===== config.mk =====
export PLATFORM = sky130hd
export DESIGN_NAME = part_74s163
export DESIGN_NICKNAME = d
export VERILOG_FILES = /design/src/rtl/part_74s163_pkg.sv /design/src/rtl/part_74s163_stage.sv /design/src/rtl/part_74s163.sv
export SDC_FILE = /design/constraint.sdc
export NUM_CORES = 1
export LEC_CHECK = 0
export BUFFER_PORTS_ARGS = -buffer_cell sky130_fd_sc_hd__buf_2
export CELL_PAD_IN_SITES_DETAIL_PLACEMENT = 1
export CELL_PAD_IN_SITES_GLOBAL_PLACEMENT = 2
export CORE_AREA = 2 2 39 41
export CTS_BUF_LIST = sky130_fd_sc_hd__clkbuf_4 sky130_fd_sc_hd__clkbuf_8 sky130_fd_sc_hd__clkbuf_16
export DETAILED_ROUTE_END_ITERATION = 10
export DIE_AREA = 0 0 41 43
export PLACE_DENSITY = 0.58
export SKIP_LAST_GASP = 1
export SYNTH_ARGS = -nofsm -noshare
export SYNTH_HDL_FRONTEND = slang
export SYNTH_SLANG_ARGS = --single-unit

===== constraint.sdc =====
create_clock -name clk -period 1.3 [get_ports clk]
set_clock_uncertainty 0.2 [all_clocks]
set_input_delay 0.065 -clock clk [delete_from_list [all_inputs] [get_ports clk]]
set_output_delay 0.065 -clock clk [all_outputs]
set_load 0.01 [all_outputs]

===== src/rtl/part_74s163_pkg.sv =====
// rtl/part_74s163_pkg.sv - shared constants and next-state helper for the 74S163 model
package part_74s163_pkg;

  localparam int REG_DELAY_DEFAULT = 0;
  localparam int REG_DELAY_ALT     = 4;
  localparam int COUNT_W           = 4;

  // Ternaries rather than if/else so an X control merges into an X result
  function automatic logic stage_next(
    input logic clr_n,
    input logic load_n,
    input logic tgl,
    input logic d,
    input logic q
  );
    return clr_n ? (load_n ? (tgl ? ~q : q) : d) : 1'b0;
  endfunction

  function automatic bit reg_delay_ok(input int dly);
    return (dly == REG_DELAY_DEFAULT) || (dly == REG_DELAY_ALT);
  endfunction

endpackage


===== src/rtl/part_74s163_stage.sv =====
// rtl/part_74s163_stage.sv - one bit-slice of the counter: clear > load > toggle > hold
module part_74s163_stage
  import part_74s163_pkg::*;
(
  input  logic clk,
  input  logic clr_n,
  input  logic load_n,
  input  logic tgl,
  input  logic d,
  output logic q
);

  always_ff @(posedge clk) begin
    q <= stage_next(clr_n, load_n, tgl, d, q);
  end

endmodule


===== src/rtl/part_74s163.sv =====
// rtl/part_74s163.sv - 74S163 synchronous 4-bit binary counter, sync clear and load, RCO
module part_74s163
  import part_74s163_pkg::*;
#(
  parameter int REG_DELAY = REG_DELAY_DEFAULT
) (
  input  logic clk,
  input  logic clr_n,
  input  logic load_n,
  input  logic enp,
  input  logic ent,
  input  logic i0,
  input  logic i1,
  input  logic i2,
  input  logic i3,
  output logic qa,
  output logic qb,
  output logic qc,
  output logic qd,
  output logic rco
);

  generate
    if (!reg_delay_ok(REG_DELAY)) begin : g_bad_delay
      $error("part_74s163: REG_DELAY must be 0 or 4");
    end
  endgenerate

  logic [COUNT_W-1:0] q;
  logic [COUNT_W-1:0] d;
  logic [COUNT_W-1:0] tgl;

  assign d = {i3, i2, i1, i0};

  // A bit toggles when both enables are high and every lower bit is 1
  assign tgl[0] = enp & ent;
  assign tgl[1] = tgl[0] & q[0];
  assign tgl[2] = tgl[1] & q[1];
  assign tgl[3] = tgl[2] & q[2];

  genvar g;
  generate
    for (g = 0; g < COUNT_W; g++) begin : g_stage
      part_74s163_stage u_stage (
        .clk    (clk),
        .clr_n  (clr_n),
        .load_n (load_n),
        .tgl    (tgl[g]),
        .d      (d[g]),
        .q      (q[g])
      );
    end
  endgenerate

  assign qa  = q[0];
  assign qb  = q[1];
  assign qc  = q[2];
  assign qd  = q[3];
  assign rco = ent & (&q);

endmodule

==> flow_metrics.env, run 1 <==
export IMPL_status="finished clean"
export IMPL_dr_pass1_iters=4
export IMPL_dieArea_um2=1760
export IMPL_startpoint_type="flop"
export IMPL_via_count=267
export IMPL_cts_htree_levels=1
export IMPL_grt_max_degree=9
export IMPL_start_util_pct=14.0
export IMPL_power_density_nw_per_um2=983
export IMPL_drt_iter0_markers=2
export IMPL_layout_commonest_cell="buf_2"
export IMPL_totalWireLength_um=625
export IMPL_cts_sinks=4
export IMPL_rr_startpoint="g_stage[2].u_stage.q"
export IMPL_drive_gt1_share_pct=42.6
export IMPL_via_per_inst=4.24
export IMPL_seq_area_frac_synth_pct=41.3
export IMPL_slowest_delay_ps=360
export IMPL_syn_inst=23
export IMPL_grt_pass1_wl_um=1060
export IMPL_worstHoldStart="enp"
export IMPL_drc_errors=0
export IMPL_path_max_fanout=3
export IMPL_grt_setup_unrepaired="no"
export IMPL_holdPathStages=4
export IMPL_vdd_ir_drop_max_mv=0.302
export IMPL_drv_cap=0
export IMPL_worstSkewPairLatency_ps=230
export IMPL_setup_viol=0
export IMPL_clock_path_buffers=2
export IMPL_io_pins=14
export IMPL_clockRootBuffer="clkbuf_4"
export IMPL_ys_ff_latch=4
export IMPL_rr_endpoint="g_stage[3].u_stage.q"
export IMPL_cpMaxStageDelayCell="dfxtp_1"
export IMPL_rows=14
export IMPL_syn_area_um2=194
export IMPL_numCtsBuffers=3
export IMPL_regMostFlops="g_stage.u_stage.q"
export IMPL_holdWs_ps=63.7
export IMPL_port_buffers=13
export IMPL_grt_pass1_vias=263
export IMPL_arrival_ps=1150
export IMPL_antenna_found_initial=0
export IMPL_nNetsFinal=58
export IMPL_yosysWarnings=0
export IMPL_die_w_um=41
export IMPL_final_cell_mix="buf_2 (13), dlygate4sd3_1 (6), o21ai_0 (5)"
export IMPL_fp_coreArea_um2=1380
export IMPL_syn2layout_area_growth_pct=94.2
export IMPL_cts_tree="built"
export IMPL_cp_data_required_time_ps=1260
export IMPL_critPathBufInv=0
export IMPL_crit_type="flop to flop"
export IMPL_gr_total_overflow=0
export IMPL_finalHoldViolations=0
export IMPL_wl_per_cell_um=9.92
export IMPL_period_needed_ps=1190
export IMPL_syn_area_per_cell_um2=8.43
export IMPL_place_congestion=0.613
export IMPL_crit_family="simple AND/OR/NAND/NOR gates"
export IMPL_slew_headroom_pct=87.4
export IMPL_timing_fmax_mhz=842
export IMPL_leakage_nw=0.167
export IMPL_r2r_slack_ps=110
export IMPL_synth_nets=32
export IMPL_crit_path_end_kind="flop"
export IMPL_reg_top3="g_stage.u_stage.q (4)"
export IMPL_antenna_left=0
export IMPL_hp_class="input port to flop"
export IMPL_grt_use_total_pct=9.54
export IMPL_worst_pin_slew_ps=187
export IMPL_postCtsSetupBuffers=0
export IMPL_setup_tns_ps=0
export IMPL_yosysUniqueCellTypes=12
export IMPL_r2r_cells=3
export IMPL_die_h_um=43
export IMPL_path_cells="nand3_2, or3_1, a31oi_1"
export IMPL_maxSlewViolCount=0
export IMPL_clkTransAtPathRegs_ps=40
export IMPL_fin_crit_sh_pct=91.4
export IMPL_antennaDiodeCount=0
export IMPL_whs_endpoint="g_stage[3].u_stage.q"
export IMPL_largest_reg_flops=4
==> per-layer routing <==
metal	GRT usage (%)	wire (um)	up-vias
li1	-	-	133
met1	11.6	249	121
met2	11.9	324	13
met3	4.71	51	0
met4	8.00	0	0
met5	0	0	-
==> where the power goes <==
group | switching [W] | total [W] | internal, W | leakage (nW)
clock | 0.0000494 | 0.000153 | 0.000103 | 0.0138
sequential | 0.00000721 | 0.000140 | 0.000133 | 0.0333
combinational | 0.0000350 | 0.0000776 | 0.0000426 | 0.120
total | 0.0000916 | 0.000370 | 0.000279 | 0.167
==> cells by family (layout without fill, tap and decap cells) <==
family                 Yosys count  count (layout)  share of synthesized area [%]
AO/OA/AOI/OAI                    9               9                           23.9
AND/OR/NAND/NOR                  7               7                           21.3
XOR/XNOR                         3               3                           13.6
buffers and inverters            0              24                              0
flip-flops                       4               4                           41.3
==> timing repair <==
item	in CTS	in global routing
hold buffers	6	0
endpoints found under the hold margin	4	0
resized for setup	0	0
==> through the flow <==
step | area (um^2) | setup WS, ps | utilization [%] | std cells | power [W]
global placement | 294 | 144 | 21.2 | 54 | 0.000205
CTS | 377 | 99.0 | 27.2 | 63 | 0.000377
detailed placement | 294 | 108 | 21.2 | 54 | 0.000206
global route | 377 | 1.55 | 27.2 | 63 | 0.000399
floorplan | 194 | 52.7 | - | 23 | 0.000167
finish | 377 | 112 | 27.2 | 63 | 0.000370
==> worst register-to-register path: cells and delay by family (launching register included) <==
kind,cells,cell delay [ps]
flip-flops,1,360
AO/OA/AOI/OAI,1,150
AND/OR/NAND/NOR,2,410
==> how the worst max path moves through the flow <==
stage	startpoint	depth (start not counted)	to	slack [ps]
6_report	g_stage[2].u_stage.q	3	g_stage[3].u_stage.q	110
5_1_grt	g_stage[2].u_stage.q	3	g_stage[3].u_stage.q	2
4_1_cts	g_stage[2].u_stage.q	3	g_stage[3].u_stage.q	100
3_5_place_dp	g_stage[2].u_stage.q	3	g_stage[3].u_stage.q	110
3_3_place_gp	g_stage[2].u_stage.q	3	g_stage[3].u_stage.q	140
2_1_floorplan	g_stage[0].u_stage.q	3	g_stage[3].u_stage.q	50
==> cell type report <==
class                           instances  area (um^2)
Clock buffer                            3         22.5
Fill cell                             169         1010
Multi-Input combinational cell         19          114
Sequential cell                         4         80.1
Tap cell                               16         20.0
Timing Repair Buffer                   21          140
==> cells in the mapped netlist <==
library cell / number / share of area [%]
o21ai_0: 5 / 13
nand3_2: 1 / 5.2
dfxtp_1: 4 / 41
nor2_1: 1 / 1.9
nand4_1: 1 / 3.2
a31oi_1: 1 / 3.2
nand2_2: 1 / 3.2
nand3_1: 1 / 2.6
nand2_1: 1 / 1.9
a21oi_1: 3 / 7.7
or3_1: 1 / 3.2
xor2_1: 3 / 14
No activity file was read; power rests on OpenSTA's default activity.
==> run 2: changes to the inputs <==
--- a/config.mk
+++ b/config.mk
@@ -12,7 +12,7 @@
 export CTS_BUF_LIST = sky130_fd_sc_hd__clkbuf_4 sky130_fd_sc_hd__clkbuf_8 sky130_fd_sc_hd__clkbuf_16
 export DETAILED_ROUTE_END_ITERATION = 10
 export DIE_AREA = 0 0 41 43
-export PLACE_DENSITY = 0.58
+export PLACE_DENSITY_LB_ADDON = 0.1
 export SKIP_LAST_GASP = 1
 export SYNTH_ARGS = -nofsm -noshare
 export SYNTH_HDL_FRONTEND = slang
==> run 2 against run 1 <==
Utilization unchanged. Cell count unchanged. Critical path depth unchanged. Sequential power about the same. Total power decreased by 0.34%. Hold slack improved by 1.3 ps. Worst setup slack got worse by 22 ps. Non-clock buffer count is the same. Register-to-register slack worse by 20 ps. Count of clock-buffer cells in the layout unchanged.
==> flow_metrics.env, run 2 (same netlist as run 1, synthesis figures left out) <==
export IMPL_grt_max_degree=9
export IMPL_grt_pass1_vias=266
export IMPL_status="finished clean"
export IMPL_holdWs_ps=65.0
export IMPL_power_density_nw_per_um2=980
export IMPL_finalHoldViolations=0
export IMPL_worst_pin_slew_ps=145
export IMPL_io_pins=14
export IMPL_cpMaxStageDelayCell="dfxtp_1"
export IMPL_totalWireLength_um=639
export IMPL_regMostFlops="g_stage.u_stage.q"
export IMPL_via_count=263
export IMPL_fillers=176
export IMPL_drt_iter0_markers=0
export IMPL_grt_pass1_wl_um=1100
export IMPL_largest_reg_flops=4
export IMPL_path_cells="nand3_2, or3_1, a31oi_1"
export IMPL_worstSkewPairLatency_ps=230
export IMPL_fin_crit_sh_pct=93.1
export IMPL_maxSlewViolCount=0
export IMPL_gr_total_overflow=0
export IMPL_final_cell_mix="buf_2 (13), dlygate4sd3_1 (6), o21ai_0 (5)"
export IMPL_postCtsSetupBuffers=0
export IMPL_period_needed_ps=1210
export IMPL_grt_setup_unrepaired="no"
export IMPL_slew_headroom_pct=90.3
export IMPL_via_per_inst=4.17
export IMPL_start_util_pct=14.0
export IMPL_rows=14
export IMPL_hp_class="input port to flop"
export IMPL_place_congestion=0.638
export IMPL_path_max_fanout=3
export IMPL_pwr_share_seq_pct=38.1
export IMPL_drc_errors=0
export IMPL_dieArea_um2=1760
export IMPL_dr_pass1_iters=1
export IMPL_antenna_left=0
export IMPL_syn2layout_area_growth_pct=94.2
export IMPL_numCtsBuffers=3
export IMPL_setup_viol=0
export IMPL_cp_data_required_time_ps=1260
export IMPL_setup_tns_ps=0
export IMPL_slowest_delay_ps=360
export IMPL_clkTransAtPathRegs_ps=40
export IMPL_layout_commonest_cell="buf_2"
export IMPL_wl_per_cell_um=10.1
export IMPL_antenna_found_initial=0
export IMPL_reg_top3="g_stage.u_stage.q (4)"
export IMPL_place_ws_ps=72.8
export IMPL_ctsResizeCount=0
export IMPL_power_frac_clock_pct=41.0
export IMPL_grt_use_total_pct=9.44
export IMPL_drv_cap=0
export IMPL_antennaDiodeCount=0
export IMPL_leakage_nw=0.167
export IMPL_cts_sinks=4
export IMPL_clockRootBuffer="clkbuf_4"
export IMPL_p_sw_w=0.0000905
export IMPL_p_int_w=0.000279
export IMPL_cts_htree_levels=1
export IMPL_final_setup_worst_slack_ps=89.4
export IMPL_drive_gt1_share_pct=42.6
export IMPL_die_w_um=41
export IMPL_crit_path_end_kind="flop"
export IMPL_clock_path_buffers=2
export IMPL_combPwrFrac_pct=20.9
export IMPL_power_switching_share_pct=24.5
export IMPL_fp_coreArea_um2=1380
export IMPL_timing_fmax_mhz=826
export IMPL_port_buffers=13
export IMPL_die_h_um=43
export IMPL_startpoint_type="flop"
export IMPL_cts_tree="built"
export IMPL_crit_type="flop to flop"
export IMPL_vdd_ir_drop_max_mv=0.243
export IMPL_arrival_ps=1170
export IMPL_nNetsFinal=58
run 2: cell counts in the layout (fill, tap and decap cells not counted):
Identical to the previous run, type by type.
run 2: layout make-up:
cell class | count | area [um^2] | area share, %
Multi-Input combinational cell | 19 | 114 | 30.2
Timing Repair Buffer | 21 | 140 | 37.2
Tap cell | 16 | 20.0 | 5.32
Sequential cell | 4 | 80.1 | 21.3
Clock buffer | 3 | 22.5 | 5.98
run 2: final timing paths:
check,from,endpoint,slack (ps),cells past startpoint
setup / recovery,g_stage[2].u_stage.q,g_stage[3].u_stage.q,90,3
hold / removal,ent,g_stage[0].u_stage.q,70,4
setup reg to reg,g_stage[2].u_stage.q,g_stage[3].u_stage.q,90,3
hold reg to reg,g_stage[3].u_stage.q,g_stage[3].u_stage.q,340,2
run 2: through the flow:
stage / cell area, um^2 / total power, W / std cells / util, %
3_5_place_dp: 294 / 0.000207 / 54 / 21.2
2_1_floorplan: 194 / 0.000167 / 23 / -
5_1_grt: 377 / 0.000397 / 63 / 27.2
4_1_cts: 377 / 0.000382 / 63 / 27.2
3_3_place_gp: 294 / 0.000206 / 54 / 21.2
6_report: 377 / 0.000369 / 63 / 27.2
run 2: timing repair:
action                                  4_1_cts  5_1_grt
hold endpoints to repair                      4        0
endpoints found under the setup margin        0        0
hold buffers                                  6        0
run 2: layer usage:
| metal | global-route usage (%) | vias to the layer above | part of all wire [%] |
|---|---|---|---|
| met3 | 3.14 | 0 | 8.5 |
| li1 | - | 134 | - |
| met1 | 12.2 | 119 | 45 |
| met4 | 6.00 | 0 | 0 |
| met2 | 12.8 | 10 | 46 |
| met5 | 0 | - | 0 |
run 2: worst max-delay path: cells and delay by family (launching register included):
kind             cells  cell delay (ps)
AO/OA/AOI/OAI        1              160
flip-flops           1              360
AND/OR/NAND/NOR      2              420
run 2: power groups by stage:
stage / Clock (W) / Combinational, W / Sequential [W]
2_1_floorplan: 0 / 0.0000178 / 0.000149
3_3_place_gp: 0 / 0.0000639 / 0.000142
6_report: 0.000151 / 0.0000771 / 0.000141
3_5_place_dp: 0 / 0.0000641 / 0.000143
4_1_cts: 0.000162 / 0.0000786 / 0.000141
5_1_grt: 0.000168 / 0.0000869 / 0.000143
